## src/rtl/peak_extractor_if.sv

```systemverilog
// Event output channel of the peak extractor: one peak report per transfer.
//
// Handshake: a transfer happens at every posedge where OUT_VALID and OUT_READY
// are both 1. While OUT_VALID=1 and no transfer has happened, the producer holds
// OUT_AMP/OUT_TS/OUT_PILEUP stable. OUT_VALID never depends combinationally on
// OUT_READY. The consumer may drive OUT_READY freely.
interface peak_extractor_if #(
  parameter int DATA_W = 8,
  parameter int TS_W   = 16
);
  logic                     OUT_VALID;
  logic                     OUT_READY;
  logic signed [DATA_W-1:0] OUT_AMP;
  logic [TS_W-1:0]          OUT_TS;
  logic                     OUT_PILEUP;

  modport master (
    output OUT_VALID,
    output OUT_AMP,
    output OUT_TS,
    output OUT_PILEUP,
    input  OUT_READY
  );

  modport slave (
    input  OUT_VALID,
    input  OUT_AMP,
    input  OUT_TS,
    input  OUT_PILEUP,
    output OUT_READY
  );
endinterface

```

## src/rtl/peak_extractor.sv

```systemverilog
// Peak extractor: watches a free-running signed sample stream, finds each pulse
// above THRESHOLD, and reports its peak amplitude and timestamp through a
// single-entry output buffer. Over-long pulses are reported as pile-up; events
// that find the buffer occupied are counted in a saturating drop counter.
module peak_extractor #(
  parameter int DATA_W    = 8,
  parameter int THRESHOLD = 20,
  parameter int HOLDOFF   = 12,
  parameter int MAX_WIDTH = 32,
  parameter int TS_W      = 16,
  parameter int CNT_W     = 8
) (
  input  logic                     clk,
  input  logic                     reset,
  input  logic signed [DATA_W-1:0] IN,
  peak_extractor_if.master         evt,
  output logic [CNT_W-1:0]         DROP_CNT,
  output logic                     BUSY
);

  localparam logic [1:0] ST_IDLE     = 2'd0;
  localparam logic [1:0] ST_RISE     = 2'd1;
  localparam logic [1:0] ST_WAIT_LOW = 2'd2;
  localparam logic [1:0] ST_HOLD     = 2'd3;

  // Width counter only ever holds 1..MAX_WIDTH-1; the pile-up emit fires instead
  // of reaching MAX_WIDTH.
  localparam int WID_W = $clog2(MAX_WIDTH + 1);
  localparam logic [WID_W-1:0] WID_LAST = WID_W'(MAX_WIDTH - 1);

  localparam int HOLD_W = (HOLDOFF > 1) ? $clog2(HOLDOFF) : 1;
  localparam logic [HOLD_W-1:0] HOLD_LOAD = HOLD_W'((HOLDOFF > 0) ? HOLDOFF - 1 : 0);

  // With no holdoff a closed pulse returns straight to IDLE.
  localparam logic [1:0] ST_CLOSE = (HOLDOFF == 0) ? ST_IDLE : ST_HOLD;

  logic [1:0]               state, state_nx;
  logic signed [DATA_W-1:0] max_amp, max_nx;
  logic [TS_W-1:0]          max_ts, max_ts_nx;
  logic [WID_W-1:0]         width, width_nx;
  logic [HOLD_W-1:0]        hold_cnt, hold_nx;
  logic [TS_W-1:0]          ts;
  logic                     high;
  logic                     emit;
  logic                     emit_pile;
  logic                     buf_free;

  // Signed comparison: int'() sign-extends the sample.
  assign high = (int'(IN) > THRESHOLD);

  // Buffer can take a new event if empty or being drained on this same edge.
  assign buf_free = !evt.OUT_VALID || evt.OUT_READY;

  // Next-state, running-max and emit decision for the pulse tracker.
  always_comb begin
    state_nx  = state;
    max_nx    = max_amp;
    max_ts_nx = max_ts;
    width_nx  = width;
    hold_nx   = hold_cnt;
    emit      = 1'b0;
    emit_pile = 1'b0;
    case (state)
      ST_IDLE: begin
        if (high) begin
          state_nx  = ST_RISE;
          max_nx    = IN;
          max_ts_nx = ts;
          width_nx  = WID_W'(1);
        end
      end
      ST_RISE: begin
        if (!high) begin
          // Falling sample closes the pulse and is not a peak candidate.
          emit     = 1'b1;
          state_nx = ST_CLOSE;
          hold_nx  = HOLD_LOAD;
        end else begin
          // Strict '>' keeps the earliest timestamp on a plateau.
          if (IN > max_amp) begin
            max_nx    = IN;
            max_ts_nx = ts;
          end
          if (width == WID_LAST) begin
            emit      = 1'b1;
            emit_pile = 1'b1;
            state_nx  = ST_WAIT_LOW;
          end else begin
            width_nx = width + WID_W'(1);
          end
        end
      end
      ST_WAIT_LOW: begin
        if (!high) begin
          state_nx = ST_CLOSE;
          hold_nx  = HOLD_LOAD;
        end
      end
      ST_HOLD: begin
        if (hold_cnt == '0) state_nx = ST_IDLE;
        else                hold_nx  = hold_cnt - HOLD_W'(1);
      end
      default: state_nx = ST_IDLE;
    endcase
  end

  // Pulse tracker registers, timestamp counter and BUSY flag.
  always_ff @(posedge clk) begin
    if (reset) begin
      state    <= ST_IDLE;
      max_amp  <= '0;
      max_ts   <= '0;
      width    <= '0;
      hold_cnt <= '0;
      ts       <= '0;
      BUSY     <= 1'b0;
    end else begin
      state    <= state_nx;
      max_amp  <= max_nx;
      max_ts   <= max_ts_nx;
      width    <= width_nx;
      hold_cnt <= hold_nx;
      ts       <= ts + TS_W'(1);
      BUSY     <= (state_nx != ST_IDLE);
    end
  end

  // Single-entry output buffer with saturating drop counter.
  always_ff @(posedge clk) begin
    if (reset) begin
      evt.OUT_VALID  <= 1'b0;
      evt.OUT_AMP    <= '0;
      evt.OUT_TS     <= '0;
      evt.OUT_PILEUP <= 1'b0;
      DROP_CNT       <= '0;
    end else if (emit) begin
      if (buf_free) begin
        evt.OUT_VALID  <= 1'b1;
        evt.OUT_AMP    <= max_nx;
        evt.OUT_TS     <= max_ts_nx;
        evt.OUT_PILEUP <= emit_pile;
      end else if (DROP_CNT != '1) begin
        DROP_CNT <= DROP_CNT + CNT_W'(1);
      end
    end else if (evt.OUT_VALID && evt.OUT_READY) begin
      evt.OUT_VALID <= 1'b0;
    end
  end

endmodule

```

## src/flat_wrapper.sv

```systemverilog
// flat-port wrapper written by rule: the top's interface ports become plain ports
module peak_extractor_flat 
#(
  parameter int DATA_W    = 8,
  parameter int THRESHOLD = 20,
  parameter int HOLDOFF   = 12,
  parameter int MAX_WIDTH = 32,
  parameter int TS_W      = 16,
  parameter int CNT_W     = 8
)
  (clk, reset, IN, DROP_CNT, BUSY, evt_OUT_VALID, evt_OUT_AMP, evt_OUT_TS, evt_OUT_PILEUP, evt_OUT_READY);
  peak_extractor_if #(.DATA_W(DATA_W), .TS_W(TS_W)) evt_i ();
  input  logic clk;
  input  logic reset;
  input  logic signed [DATA_W-1:0] IN;
  output logic [CNT_W-1:0] DROP_CNT;
  output logic BUSY;
  output wire logic [$bits(evt_i.OUT_VALID)-1:0] evt_OUT_VALID;
  output wire logic [$bits(evt_i.OUT_AMP)-1:0] evt_OUT_AMP;
  output wire logic [$bits(evt_i.OUT_TS)-1:0] evt_OUT_TS;
  output wire logic [$bits(evt_i.OUT_PILEUP)-1:0] evt_OUT_PILEUP;
  input wire logic [$bits(evt_i.OUT_READY)-1:0] evt_OUT_READY;
  assign evt_OUT_VALID = evt_i.OUT_VALID;
  assign evt_OUT_AMP = evt_i.OUT_AMP;
  assign evt_OUT_TS = evt_i.OUT_TS;
  assign evt_OUT_PILEUP = evt_i.OUT_PILEUP;
  assign evt_i.OUT_READY = evt_OUT_READY;
  peak_extractor #(.DATA_W(DATA_W), .THRESHOLD(THRESHOLD), .HOLDOFF(HOLDOFF), .MAX_WIDTH(MAX_WIDTH), .TS_W(TS_W), .CNT_W(CNT_W)) u_core (.clk(clk), .reset(reset), .IN(IN), .evt(evt_i), .DROP_CNT(DROP_CNT), .BUSY(BUSY));
endmodule
```

## config.mk

```make
export PLATFORM = sky130hd
export DESIGN_NAME = peak_extractor_flat
export DESIGN_NICKNAME = d
export VERILOG_FILES = /design/src/rtl/peak_extractor_if.sv /design/src/rtl/peak_extractor.sv /design/src/flat_wrapper.sv
export SDC_FILE = /design/constraint.sdc
export NUM_CORES = 1
export LEC_CHECK = 0
export ABC_AREA = 1
export BUFFER_PORTS_ARGS = -buffer_cell sky130_fd_sc_hd__buf_2
export CORE_MARGIN = 2
export CORE_UTILIZATION = 53
export DETAILED_ROUTE_END_ITERATION = 8
export GPL_TIMING_DRIVEN = 1
export PLACE_DENSITY = 0.76
export SLEW_MARGIN = 20
export SYNTH_ARGS = -nofsm -noshare
export SYNTH_HDL_FRONTEND = slang
export SYNTH_SLANG_ARGS = --single-unit
```

## constraint.sdc

```tcl
create_clock -name clk -period 1.9 [get_ports clk]
set_input_delay 0.095 -clock clk [delete_from_list [all_inputs] [get_ports clk]]
set_output_delay 0.095 -clock clk [all_outputs]
set_load 0.05 [all_outputs]
```

==> results.json, run 1 <==
{
  "start_kind": "flip-flop",
  "hold_viol": 0,
  "area_delta_synth_final_pct": 33.22,
  "startpoint": "u_core.max_amp[3]$_SDFF_PP0_",
  "yosysTopAreaCellShare": 0.3880,
  "diodes": 0,
  "worst-setup-path-type": "flip-flop to flip-flop",
  "worstPathArrival_ns": 2.28,
  "die_area_sq_um": 9223,
  "tightest_slew_ns": 0.6225,
  "synthArstFlopShare": 0,
  "clock_latency_ns": 0.37,
  "ys_top_cells_by_count": "nand2_1 (119), inv_1 (98), nand3_1 (94)",
  "period_share": 1.035,
  "cts_max_path_buffers": 2,
  "place_hpwl_um": 7323,
  "cts_max_level": 3,
  "grt_usage": 0.2509,
  "portBuffers": 45,
  "synth_area_sq_um": 4489,
  "grt_setup_unrepaired": "true",
  "ioPinCount": 46,
  "wl_per_cell_um": 15.98,
  "num_vias": 4608,
  "yosysTopAreaCell": "dfxtp_1",
  "core_area_sq_um": 8217,
  "cts.reportedPaths.clkPinSlew_ns": 0.09,
  "synthTopCellsByArea": "dfxtp_1 (39%), nand3_1 (10%), nand2_1 (9.9%)",
  "status": "finished with violations",
  "drc": 0,
  "synthDistinctLibCells": 26,
  "violations": "setup timing",
  "fin_skew_ns": 0.01591,
  "pwr_density_cell_nw_per_um2": 872.0,
  "vias_per_cell": 5.654,
  "routabilityCongestion": 0.8809,
  "synthFlopType": "dfxtp_1",
  "required_ns": 2.21,
  "dieWidth_um": 96.04,
  "drive_gt1_frac": 0.3423,
  "grt_pass1_wl_um": 18490,
  "leakagePower_nw": 2.548,
  "synth_seq_cells": 87,
  "regToRegStartpoint": "u_core.max_amp[3]$_SDFF_PP0_",
  "cts-buffers-inserted": 9,
  "r2r_slack_ns": -0.07,
  "nNetsFinal": 733,
  "fin_util": 0.7279,
  "grt_overflow_total": 0,
  "relSlewSlack": 0.5846,
  "cts_tree": "done",
  "firstDrtPassIters": 5,
  "hp-class": "input port to flip-flop",
  "die_height_um": 96.04,
  "rows": 33,
  "initial_core_util": 0.5464,
  "avgSynthCellArea_sq_um": 7.026,
  "fmaxAchievable_mhz": 508.6,
  "syn-num-nets": 667,
  "finalWorstSetupSlack_ns": -0.06600,
  "antenna_left": 0,
  "grt_pass1_vias": 4092,
  "cts_root_buffer": "clkbuf_8",
  "drtIter0Drc": 308,
  "synth_edf_count": 0,
  "pre_cts_slack_ns": -0.09898,
  "grt_max_degree": 46,
  "yosysSeqAreaShare": 0.3880,
  "yosys.cell_count.top_type": "nand2_1",
  "drv_slew": 0,
  "ys_warn_count": 0,
  "cts_sinks": 87,
  "p_total_mw": 5.215,
  "peakVddDrop_mv": 0.4201,
  "cp-end-kind": "flip-flop",
  "fin_crit_ns": 1.966,
  "antenna_found_initial": 0,
  "drv_cap": 0,
  "wirelength_um": 13020,
  "syn_inst": 639,
  "setup_violations": 24,
  "critPathMaxFanout": 6,
  "hp-start": "evt_OUT_READY"
}
area by class of cell:
class	count	area (sq um)
Clock buffer	10	137.6
Clock inverter	6	52.55
Fill cell	578	2236
Inverter	104	390.4
Multi-Input combinational cell	421	2824
Sequential cell	87	1758
Tap cell	105	131.4
Timing Repair Buffer	82	686.9
layer usage:
metal / vias up / share of wire / global-route usage / wire [um]
met3: 47 / 0.068 / 0.05012 / 891
met4: 0 / 0.029 / 0.07262 / 380
met5: - / 0 / 0 / 0
met2: 192 / 0.50 / 0.4346 / 6482
li1: 2220 / - / - / -
met1: 2149 / 0.40 / 0.3147 / 5268
final timing paths:
check	to	cells after the start
setup reg to reg	u_core.evt.OUT_TS[0]$_SDFFE_PP0P_	17
setup / recovery	u_core.evt.OUT_TS[0]$_SDFFE_PP0P_	17
hold / removal	u_core.evt.OUT_VALID$_SDFFE_PP0P_	4
hold reg to reg	u_core.hold_cnt[0]$_SDFFE_PP0P_	2
flip-flops by register name (all words and copies together) (netlist names):
signal                 cells
u_core.DROP_CNT            8
u_core.max_ts             16
u_core.state               2
u_core.hold_cnt            4
u_core.width               6
u_core.evt.OUT_PILEUP      1
u_core.max_amp             8
u_core.evt.OUT_VALID       1
u_core.evt.OUT_TS         16
u_core.ts                 16
u_core.evt.OUT_AMP         8
u_core.BUSY                1
metrics by stage:
stage / hold slack [ns] / TNS, ns / area, sq um / cells
2_1_floorplan: 0.3216 / 0 / 4489 / 639
3_3_place_gp: 0.4509 / 0 / 4954 / 786
3_5_place_dp: 0.4759 / -1.380 / 4954 / 786
4_1_cts: 0.09266 / -0.002976 / 5283 / 805
5_1_grt: 0.1196 / -3.471 / 5981 / 815
6_report: 0.09046 / -0.5715 / 5981 / 815
cells in the final DEF (no fill, tap or decap), types with 7 or more instances in the layout:
| cell | instances |
|---|---|
| xor2_1 | 7 |
| ha_4 | 8 |
| nand2_1 | 86 |
| dfxtp_2 | 13 |
| dfxtp_1 | 74 |
| buf_4 | 22 |
| o21a_1 | 24 |
| nor2_1 | 30 |
| a22oi_1 | 21 |
| nand2_2 | 29 |
| a21oi_1 | 49 |
| inv_1 | 91 |
| ha_1 | 8 |
| clkbuf_8 | 10 |
| nand3_1 | 45 |
| nand3_2 | 45 |
| inv_2 | 13 |
| nor2_2 | 8 |
| nand2_4 | 8 |
| buf_2 | 45 |
| o21ai_0 | 14 |
report_power, final:
part / switching (mW) / internal (mW)
Sequential: 0.101 / 1.99
Combinational: 1.21 / 0.656
Clock: 0.735 / 0.532
Total: 2.04 / 3.17
cells by family after synthesis:
group	after synthesis	share of synthesized area
buffers and inverters	131	0.1143
AND/OR/NAND/NOR	273	0.2690
AO/OA/AOI/OAI	121	0.1619
XOR/XNOR	10	0.01951
adder cells (fa/ha/maj)	17	0.04738
flip-flops	87	0.3880
critical path, cell delays in order, from the launching register on:
cell and delay, ns:
dfxtp_2 0.35, inv_2 0.05, ha_4 0.26, nand2_1 0.05, inv_1 0.07, nand2_1 0.08, nand2_2 0.08, nand2_2 0.08
nand2_2 0.08, nand2_2 0.07, nand2_4 0.12, nand2_8 0.10, buf_12 0.16, nand2_2 0.06, nand3_2 0.09, nand3_2 0.10
nand2_1 0.06, inv_1 0.06
what timing repair did:
action | CTS | global route
hold buffers | 0 | 0
setup endpoints to repair | 26 | 60
cloned | 1 | 5
resized for setup | 20 | 136
pin swaps | 9 | 42
buffers inserted | 2 | 7
Power figures use the tool's default switching activity.
==> inputs of run 2 (changes only) <==
--- a/config.mk
+++ b/config.mk
@@ -7,12 +7,14 @@
 export LEC_CHECK = 0
 export ABC_AREA = 1
 export BUFFER_PORTS_ARGS = -buffer_cell sky130_fd_sc_hd__buf_2
+export CELL_PAD_IN_SITES_DETAIL_PLACEMENT = 1
+export CELL_PAD_IN_SITES_GLOBAL_PLACEMENT = 1
 export CORE_MARGIN = 2
-export CORE_UTILIZATION = 53
+export CORE_UTILIZATION = 38
 export DETAILED_ROUTE_END_ITERATION = 8
 export GPL_TIMING_DRIVEN = 1
-export PLACE_DENSITY = 0.76
-export SLEW_MARGIN = 20
+export PLACE_DENSITY_LB_ADDON = 0.1
+export SLEW_MARGIN = 15
 export SYNTH_ARGS = -nofsm -noshare
 export SYNTH_HDL_FRONTEND = slang
 export SYNTH_SLANG_ARGS = --single-unit
==> run 2 against run 1 <==
The flow still finishes with violations (setup timing). Combinational power grew 5%. Critical path depth shrank 4. Sequential share of layout area shrank 1.2 points. First-iteration DRC count shrank 37%. Count of clock-buffer cells in the layout grew 1. Design area grew 4.2%. Global-route usage shrank 2.1 points. Power grew 10%. Critical path type unchanged.
==> results.json, run 2 (synthesis gave the netlist of run 1 again) <==
{
  "status": "finished with violations",
  "violations": "setup timing",
  "seq_power_share": 0.364,
  "cts_tree": "done",
  "cts_sinks": 87,
  "fin_crit_ns": 1.981,
  "die_height_um": 112.7,
  "antenna_found_initial": 0,
  "wl_per_cell_um": 17.15,
  "rows": 39,
  "grt_pass1_wl_um": 23580,
  "initial_core_util": 0.3915,
  "cts.reportedPaths.clkPinSlew_ns": 0.06,
  "met1_usage": 0.2973,
  "dp.cells": 835,
  "drv_cap": 0,
  "grt_util_met2": 0.3896,
  "drive_gt1_frac": 0.3635,
  "tightest_slew_ns": 0.6924,
  "cts_max_level": 3,
  "grt_setup_unrepaired": "true",
  "setup_violations": 29,
  "drc": 0,
  "diodes": 0,
  "worstPathArrival_ns": 2.24,
  "relSlewSlack": 0.5384,
  "whs_ns": 0.06439,
  "power_frac_clock": 0.296,
  "num_vias": 4580,
  "start_kind": "flip-flop",
  "leakagePower_nw": 2.622,
  "fmaxAchievable_mhz": 504.8,
  "place_hpwl_um": 9089,
  "swShare": 0.3735,
  "wirelength_um": 14770,
  "worst-setup-path-type": "flip-flop to flip-flop",
  "grt_usage": 0.2300,
  "die_area_sq_um": 12700,
  "cts_max_path_buffers": 2,
  "fin_skew_ns": 0.01207,
  "portBuffers": 45,
  "n_fill_cell": 1416,
  "hold_viol": 0,
  "pwr_density_cell_nw_per_um2": 921.3,
  "clock_latency_ns": 0.36,
  "peakVddDrop_mv": 0.5387,
  "layout_common_cells": "inv_1 (90), nand2_1 (88), dfxtp_1 (76)",
  "p_int_mw": 3.597,
  "tns_ns": -0.8274,
  "drv_slew": 0,
  "fin_cells": 861,
  "routabilityCongestion": 0.7774,
  "hp-class": "input port to flip-flop",
  "drtIter0Drc": 195,
  "cts-buffers-inserted": 9,
  "period_share": 1.043,
  "ioPinCount": 46,
  "nNetsFinal": 741,
  "final_common_cell": "inv_1",
  "grt.busiest_layer": "met2",
  "reg_top3": "u_core.evt.OUT_TS (16), u_core.max_ts (16), u_core.ts (16)",
  "grt_use_met3": 0.02946,
  "p_total_mw": 5.742,
  "core_area_sq_um": 11470,
  "grt_pass1_vias": 4831,
  "critPathMaxFanout": 6,
  "cts_root_buffer": "clkbuf_16",
  "cts_hold_buffers": 0,
  "required_ns": 2.15,
  "firstDrtPassIters": 4,
  "antenna_left": 0,
  "dieWidth_um": 112.7,
  "grt_max_degree": 46,
  "grt_overflow_total": 0,
  "area_delta_synth_final_pct": 38.82,
  "vias_per_cell": 5.319,
  "cp-end-kind": "flip-flop",
  "finalWorstSetupSlack_ns": -0.08111,
  "fin_util": 0.5435,
  "p_sw_mw": 2.145,
  "comb_power_share": 0.340
}
## run 2: changes by cell type in the layout (fill, tap and decap cells not counted), sizes merged
cell	delta
buf	+11
clkbuf	-2
clkinvlp	-1
clkinv	+2
inv	-2
## run 2: power by group through the flow
stage	clock network, mW	registers (mW)	logic [mW]
2_1_floorplan	0	2.37	0.766
3_3_place_gp	0	2.10	1.50
3_5_place_dp	0	2.11	1.54
4_1_cts	1.73	2.08	1.74
5_1_grt	1.80	2.11	2.13
6_report	1.70	2.09	1.95
## run 2: area by class of cell
type,count,area [sq um],share of cell area
Sequential cell,87,1755,0.2817
Tap cell,143,178.9,0.02871
Timing Repair Buffer,90,728.2,0.1168
Inverter,104,390.4,0.06264
Clock buffer,11,242.7,0.03895
Clock inverter,5,31.28,0.005019
Multi-Input combinational cell,421,2905,0.4662
## run 2: what timing repair did
action,CTS,global route
pin swaps,19,26
setup endpoints to repair,45,66
resized for setup,65,113
gates cloned,2,1
setup buffers,6,3
## run 2: worst paths after layout
| kind | slack, ns | start | endpoint | cells past startpoint |
|---|---|---|---|---|
| min | 0.06 | evt_OUT_READY | u_core.evt.OUT_VALID$_SDFFE_PP0P_ | 4 |
| max reg2reg | -0.08 | u_core.max_amp[5]$_SDFF_PP0_ | u_core.evt.OUT_TS[11]$_SDFFE_PP0P_ | 13 |
| min reg2reg | 0.50 | u_core.hold_cnt[1]$_SDFFE_PP0P_ | u_core.hold_cnt[1]$_SDFFE_PP0P_ | 2 |
| max | -0.08 | u_core.max_amp[5]$_SDFF_PP0_ | u_core.evt.OUT_TS[11]$_SDFFE_PP0P_ | 13 |
## run 2: per-stage QoR
stage	instance area, sq um	worst slack, ns
5_1_grt	6232	-0.1684
4_1_cts	5779	-0.01166
2_1_floorplan	4489	0.002196
3_3_place_gp	5109	-0.04586
3_5_place_dp	5109	-0.1316
6_report	6232	-0.08111
## run 2: critical path, cell delays in order (launching register included)
cell and delay (ns):
dfxtp_2 0.35, inv_2 0.05, ha_4 0.22, a21oi_4 0.15, nor2_2 0.06, nor2_2 0.15
nand3_2 0.13, nand2_4 0.17, buf_4 0.17, nand3_1 0.11, nand3_2 0.13, nand3_2 0.07
nand2_1 0.07, inv_1 0.03
## run 2: routing by layer
metal	up-vias	wire [um]
met3	23	348
met1	2253	6744
met2	69	7334
met4	0	340
li1	2235	-
met5	-	0
